[src/rtl/serdesphy_rx_word_aligner.sv]
// serdesphy_rx_word_aligner: slides over the deserialised bit stream to find
// the sync word, verifies and locks word alignment, then emits data words.
// Optional macro SERDESPHY_RX_ALIGN_POLARITY_EN: also lock onto an
// inverted-polarity stream and correct it on the fly.
module serdesphy_rx_word_aligner #(
    parameter int                WORD_W       = 16,
    parameter logic [WORD_W-1:0] SYNC_PATTERN = WORD_W'(16'hA5A5),
    parameter int                LOCK_CNT     = 4,
    parameter int                SYNC_PERIOD  = 8,
    parameter int                UNLOCK_CNT   = 3
) (
    input  logic              clk_240m_rx,
    input  logic              rst_n_240m_rx,
    input  logic              enable,
    input  logic              align_rst,
    input  logic              serial_data,
    input  logic              serial_valid,
    input  logic              serial_error,
    output logic [WORD_W-1:0] word_out,
    output logic              word_valid,
    output logic              aligned,
    output logic [7:0]        slip_count,
    output logic              lock_lost,
    output logic              rx_inverted
);

    localparam int FW = $clog2(WORD_W + 1);
    localparam int MW = $clog2(LOCK_CNT + 1);
    localparam int SW = $clog2(SYNC_PERIOD + 1);
    localparam int XW = $clog2(UNLOCK_CNT + 1);

    localparam logic [1:0] S_SEARCH = 2'd0;
    localparam logic [1:0] S_VERIFY = 2'd1;
    localparam logic [1:0] S_LOCKED = 2'd2;

    logic [1:0]        state;
    logic [WORD_W-1:0] sr;
    logic [FW-1:0]     fill_cnt;
    logic [FW-1:0]     bit_cnt;
    logic [MW-1:0]     match_cnt;
    logic [SW-1:0]     since_cnt;
    logic [XW-1:0]     miss_cnt;

    logic              bit_acc;
    logic              bit_in;
    logic [WORD_W-1:0] sr_shift;
    logic [FW-1:0]     fill_inc;
    logic              fill_done;
    logic              boundary;
    logic              is_sync;
    logic              is_inv;
    logic              match_last;
    logic              since_last;
    logic              miss_last;

    // Per-bit helpers: post-shift window, boundary and counter terminal flags
    always_comb begin
        bit_acc    = serial_valid & ~serial_error;
        bit_in     = serial_data ^ rx_inverted;
        sr_shift   = {sr[WORD_W-2:0], bit_in};
        fill_done  = (fill_cnt >= FW'(WORD_W - 1));
        fill_inc   = (fill_cnt == FW'(WORD_W)) ? fill_cnt : fill_cnt + 1'b1;
        boundary   = (bit_cnt == FW'(WORD_W - 1));
        is_sync    = (sr_shift == SYNC_PATTERN);
        is_inv     = (sr_shift == ~SYNC_PATTERN);
        match_last = (match_cnt == MW'(LOCK_CNT - 1));
        since_last = (since_cnt == SW'(SYNC_PERIOD - 1));
        miss_last  = (miss_cnt == XW'(UNLOCK_CNT - 1));
    end

    // Alignment FSM, counters and registered outputs
    always_ff @(posedge clk_240m_rx or negedge rst_n_240m_rx) begin
        if (!rst_n_240m_rx) begin
            state       <= S_SEARCH;
            sr          <= '0;
            fill_cnt    <= '0;
            bit_cnt     <= '0;
            match_cnt   <= '0;
            since_cnt   <= '0;
            miss_cnt    <= '0;
            word_out    <= '0;
            word_valid  <= 1'b0;
            aligned     <= 1'b0;
            slip_count  <= '0;
            lock_lost   <= 1'b0;
            rx_inverted <= 1'b0;
        end else begin
            word_valid <= 1'b0;
            if (align_rst || !enable) begin
                state     <= S_SEARCH;
                fill_cnt  <= '0;
                bit_cnt   <= '0;
                match_cnt <= '0;
                since_cnt <= '0;
                miss_cnt  <= '0;
                aligned   <= 1'b0;
                if (align_rst) begin
                    slip_count  <= '0;
                    lock_lost   <= 1'b0;
                    rx_inverted <= 1'b0;
                end
            end else if (bit_acc) begin
                sr <= sr_shift;
                unique case (state)
                    S_SEARCH: begin
                        fill_cnt <= fill_inc;
                        if (fill_done && is_sync) begin
                            bit_cnt   <= '0;
                            match_cnt <= MW'(1);
                            since_cnt <= '0;
                            miss_cnt  <= '0;
                            if (LOCK_CNT == 1) begin
                                state   <= S_LOCKED;
                                aligned <= 1'b1;
                            end else begin
                                state <= S_VERIFY;
                            end
                        end
`ifdef SERDESPHY_RX_ALIGN_POLARITY_EN
                        else if (fill_done && is_inv) begin
                            // Flip the window now so VERIFY sees the true word
                            rx_inverted <= 1'b1;
                            sr          <= ~sr_shift;
                            bit_cnt     <= '0;
                            match_cnt   <= MW'(1);
                            since_cnt   <= '0;
                            miss_cnt    <= '0;
                            if (LOCK_CNT == 1) begin
                                state   <= S_LOCKED;
                                aligned <= 1'b1;
                            end else begin
                                state <= S_VERIFY;
                            end
                        end
`endif
                    end
                    S_VERIFY: begin
                        if (boundary) begin
                            bit_cnt <= '0;
                            if (is_sync) begin
                                if (match_last) begin
                                    state     <= S_LOCKED;
                                    aligned   <= 1'b1;
                                    since_cnt <= '0;
                                    miss_cnt  <= '0;
                                end else begin
                                    match_cnt <= match_cnt + 1'b1;
                                end
                            end else begin
                                // Fill stays full so sliding resumes at once
                                state     <= S_SEARCH;
                                match_cnt <= '0;
                                if (slip_count != 8'hFF) begin
                                    slip_count <= slip_count + 8'd1;
                                end
                            end
                        end else begin
                            bit_cnt <= bit_cnt + 1'b1;
                        end
                    end
                    S_LOCKED: begin
                        if (boundary) begin
                            bit_cnt <= '0;
                            if (is_sync) begin
                                since_cnt <= '0;
                                miss_cnt  <= '0;
                            end else begin
                                word_out   <= sr_shift;
                                word_valid <= 1'b1;
                                if (since_last) begin
                                    since_cnt <= '0;
                                    if (miss_last) begin
                                        state     <= S_SEARCH;
                                        aligned   <= 1'b0;
                                        lock_lost <= 1'b1;
                                        fill_cnt  <= '0;
                                        match_cnt <= '0;
                                        miss_cnt  <= '0;
                                    end else begin
                                        miss_cnt <= miss_cnt + 1'b1;
                                    end
                                end else begin
                                    since_cnt <= since_cnt + 1'b1;
                                end
                            end
                        end else begin
                            bit_cnt <= bit_cnt + 1'b1;
                        end
                    end
                    default: begin
                        state <= S_SEARCH;
                    end
                endcase
            end
        end
    end

endmodule

[config.mk]
export PLATFORM = sky130hd
export DESIGN_NAME = serdesphy_rx_word_aligner
export DESIGN_NICKNAME = d
export VERILOG_FILES = /design/src/rtl/serdesphy_rx_word_aligner.sv
export SDC_FILE = /design/constraint.sdc
export NUM_CORES = 1
export LEC_CHECK = 0
export CORE_AREA = 2 2 105 107
export CTS_CLUSTER_DIAMETER = 100
export CTS_CLUSTER_SIZE = 10
export DETAILED_ROUTE_END_ITERATION = 10
export DIE_AREA = 0 0 107 109
export MAX_ROUTING_LAYER = met4
export PLACE_DENSITY_LB_ADDON = 0.12
export SLEW_MARGIN = 10
export SYNTH_ARGS = -nofsm -noshare
export SYNTH_HDL_FRONTEND = slang
export SYNTH_SLANG_ARGS = --single-unit
[constraint.sdc]
create_clock -name clk_240m_rx -period 2.15 [get_ports clk_240m_rx]
set_input_delay 0.43 -clock clk_240m_rx [delete_from_list [all_inputs] [get_ports clk_240m_rx]]
set_output_delay 0.43 -clock clk_240m_rx [all_outputs]
set_load 0.02 [all_outputs]
==> results.txt <==
The capturing element type of the critical path is a flop. The floorplan step defined a core boundary enclosing 10600 um2. The number of diodes added for antenna fixing is 0. During synthesis, Yosys emitted a total of 0 warnings.

After clock tree synthesis, the clock-pin slew on the worst setup and hold paths is 0.08 ns. Ranked by total cell area, the synthesized netlist is headed by sky130_fd_sc_hd__dfrtp_1 (51%), sky130_fd_sc_hd__mux2_2 (8.4%), sky130_fd_sc_hd__ha_1 (4.5%), sky130_fd_sc_hd__mux2_1 (4.4%), sky130_fd_sc_hd__o21ai_0 (3.1%). The maximum resistive drop on vdd came out at 285 uV. Setup repair after global routing could not meet its margin everywhere. The most used flip-flop cell after synthesis is sky130_fd_sc_hd__dfrtp_1. The number of remaining DRC errors came out at 0. After layout, the worst setup slack is 0.0929 ns.

Sequential cells were found to cover 51.3% of the synthesized design area. The synthesized instance count came out at 271. The portion of synthesized cell area occupied by the leading cell type is 51.3%. The mean instance size in the synthesized netlist is 11.3 um2. The analysis attributes to cell leakage a power of 1.83 nW. The total number of nets in the final design came out at 355.

The shortest clock period the worst path allows after layout came out at 2.06 ns. The count of different cell masters after synthesis came out at 52. In this run the tool buffered the top-level ports with 33 buffer cells. The mapped cell area is 3070 um2. The fraction of registers with async set or reset after synthesis came out at 100%. The number of rows created at floorplan came out at 38. The source-to-sink clock delay at the later pin of the worst-skew pair came out at 0.34 ns. The core utilization of the finished layout came out at 37.6%.

The detailed-route via count came out at 2276. The number of hold-repair buffers added at the cts stage came out at 0. The deepest level of the CTS H-tree is 3. The floorplan die area is 11700 um2. The maximum number of pins on one net before global-route repair came out at 26. The via count of the first global-routing pass came out at 2410.

The kind of critical path is flop to flop. TritonCTS built the clock tree. The number of vias per cell after detailed routing came out at 4.72.

The power density over the cells came out at 616 nW/um2. Of the available clock period, the critical path in the final layout requires 95.7%. The first-iteration detailed-routing DRC count came out at 73. The number of nets in the synthesized netlist is 289. The share of cells above drive strength 1 came out at 23.7%. The library cell used most frequently in the layout, excluding fill and tap cells, is sky130_fd_sc_hd__dfrtp_1. In the global route stage, overall resource usage came out at 13.4%. The wire length of the first global-routing pass came out at 11900 um.

For the worst setup path, the data arrival time is 2.28 ns. In this design, the critical path's most frequently occurring cell is sky130_fd_sc_hd__ha_1. The largest driver fanout on the critical path came out at 6. The synthesized design spends more area on one cell type than any other, namely sky130_fd_sc_hd__dfrtp_1. The routed design has 6850 um of wire. The required time of the worst setup path is 2.37 ns.

The remaining number of nets flagged by the antenna check after routing came out at 0. The setup TNS is 0 ns. The vertical extent of the die came out at 109 um. The footprint of the multi-input gates came out at 1430 um2. The largest single stage delay on the critical path is 0.41 ns.

The number of register bits inferred by synthesis came out at 63. The total clock sinks came out at 63. The final-report setup violation count came out at 0. The slowest stage of the critical path is the sky130_fd_sc_hd__dfrtp_1 cell. The setup slack after placement came out at -0.209 ns. The number of antenna violations at the first check in global routing is 0.

The top cell types in the final layout, fill and taps aside, are sky130_fd_sc_hd__dfrtp_1 (63), sky130_fd_sc_hd__clkdlybuf4s50_1 (32), sky130_fd_sc_hd__buf_4 (25). The layout has 1063 filler cells. TritonCTS created 9 clock buffers.

The number of enable flip-flop cells after synthesis is 0. STA classifies the critical path startpoint as a flop. The area of all sequential standard cells is 1580 um2. The placed instances occupy a cell area of 3770 um2. The longest clock path from root to sink contains 2 buffers. The number of pins with negative max-slew slack in the final report came to 0.

For the pin with the worst max-slew slack, the measured transition is 0.576 ns. From synthesis to final layout, the design area changed by 29.9%. The floorplan step set the die width to 107 um. The design area came out at 3990 um2.

The final worst clock skew is 0.00830 ns. The total congestion overflow after global routing came out at 0. The flow ran to the end, and the final reports show no timing, DRC or antenna violations.

The first detailed-routing pass took 4 iterations. The placer congestion estimate is 0.813. The number of top-level design ports is 35. The number of hold violations in the final report is 0. The tightest min-delay check is of the primary input to asynchronous set/reset pin type. After detailed routing, the average wire length per cell comes to 14.2 um.

The initial core utilization came out at 29.0%. Headroom to the max-slew limit came out at 61.6%. The half-perimeter wire length after detailed placement came out at 4910 um. The upper clock frequency limit is 486 MHz.

The tool flagged a number of max-cap violations equal to 0. Walking the worst path, the cells encountered are ha_1, and3_1, ha_1, nor2_1, o21ai_0, a21o_2, nand3_1, mux2_1. The root cell of the clock tree is sky130_fd_sc_hd__clkbuf_8.
## cell usage after synthesis (all sizes together), types with 2 or more instances
library cell and instances:
nor2 16, o41ai 4, or3 2, nand3 15, o211ai 3, dfrtp 63
mux2 35, a31oi 6, and4bb 4, nand2 16, inv 9, nand4 3
and4 2, nand2b 3, nor3 3, xor2 3, buf 7, o21ai 27
a21o 4, nor3b 3, and3 8, ha 11, a21oi 5, a21boi 2
## per-layer routing
| metal | share of wire, % | GRT usage (%) | vias up |
|---|---|---|---|
| li1 | - | - | 1132 |
| met1 | 49 | 17.7 | 1096 |
| met2 | 45 | 19.9 | 41 |
| met3 | 4.3 | 3.59 | 7 |
| met4 | 1.1 | 4.73 | 0 |
| met5 | 0 | - | - |
## final timing paths
check | start | end | slack (ns) | cells past startpoint
max reg2reg | fill_cnt[0] | match_cnt[2] | 0.09 | 8
max in group asynchronous | rst_n_240m_rx | sr[6] | 1.54 | 2
min | rst_n_240m_rx | slip_count[3] | 0.08 | 1
min reg2reg | word_out[13] | word_out[13] | 0.49 | 1
min in group clk_240m_rx | word_out[13] | word_out[13] | 0.49 | 1
max | fill_cnt[0] | match_cnt[2] | 0.09 | 8
## registers in the layout (all words and copies together), names as in the netlist
signal      flops
aligned         1
bit_cnt         5
fill_cnt        5
lock_lost       1
match_cnt       3
miss_cnt        2
since_cnt       4
slip_count      8
sr             15
state           2
word_out       16
word_valid      1
## final cells by class
class / count / share of cell area, %
flip-flops and latches: 63 / 39.5
multi-input cells: 191 / 35.7
clock buffers: 9 / 3.11
well taps: 140 / 4.39
clock inverters: 7 / 1.47
repair buffers: 63 / 14.9
inverters: 9 / 0.847
## cells by family after synthesis
| group | count (synthesis) | synth area share [%] |
|---|---|---|
| flops | 63 | 51.3 |
| mux | 36 | 13.2 |
| simple gates | 83 | 15.4 |
| compound gates | 57 | 11.9 |
| other cells | 1 | 0.122 |
| xor+xnor | 3 | 0.856 |
| fa+ha+maj | 11 | 4.48 |
| buf+inv | 17 | 2.69 |
## per-stage QoR
| stage | instances | hold slack [ns] | total power [W] |
|---|---|---|---|
| finish | 482 | 0.0820 | 0.00246 |
| detailed placement | 464 | 0.465 | 0.00154 |
| floorplan | 271 | 0.134 | 0.00142 |
| global route | 482 | 0.0966 | 0.00259 |
| global placement | 464 | 0.462 | 0.00154 |
| CTS | 480 | 0.0879 | 0.00251 |
## report_power, final
part           leakage (nW)  switching, W  total, W  internal (W)
clock network        0.0860      0.000509  0.000938      0.000429
logic                 0.878      0.000124  0.000239      0.000115
registers             0.869     0.0000479   0.00128       0.00123
total                  1.83      0.000681   0.00246       0.00178
## critical path: cells and delay by family, from the launching register on
family                     cells  cell delay, ns
and+or+nand+nor                3            0.42
DFF                            1            0.41
adders and majority gates      2            0.40
muxes                          1            0.34
AOI/OAI and AO/OA              2            0.38
## timing repair
action	in CTS	in global routing
resized for setup	0	5
endpoints found under the setup margin	0	19
buffers inserted	0	2
Power figures use the tool's default switching activity.
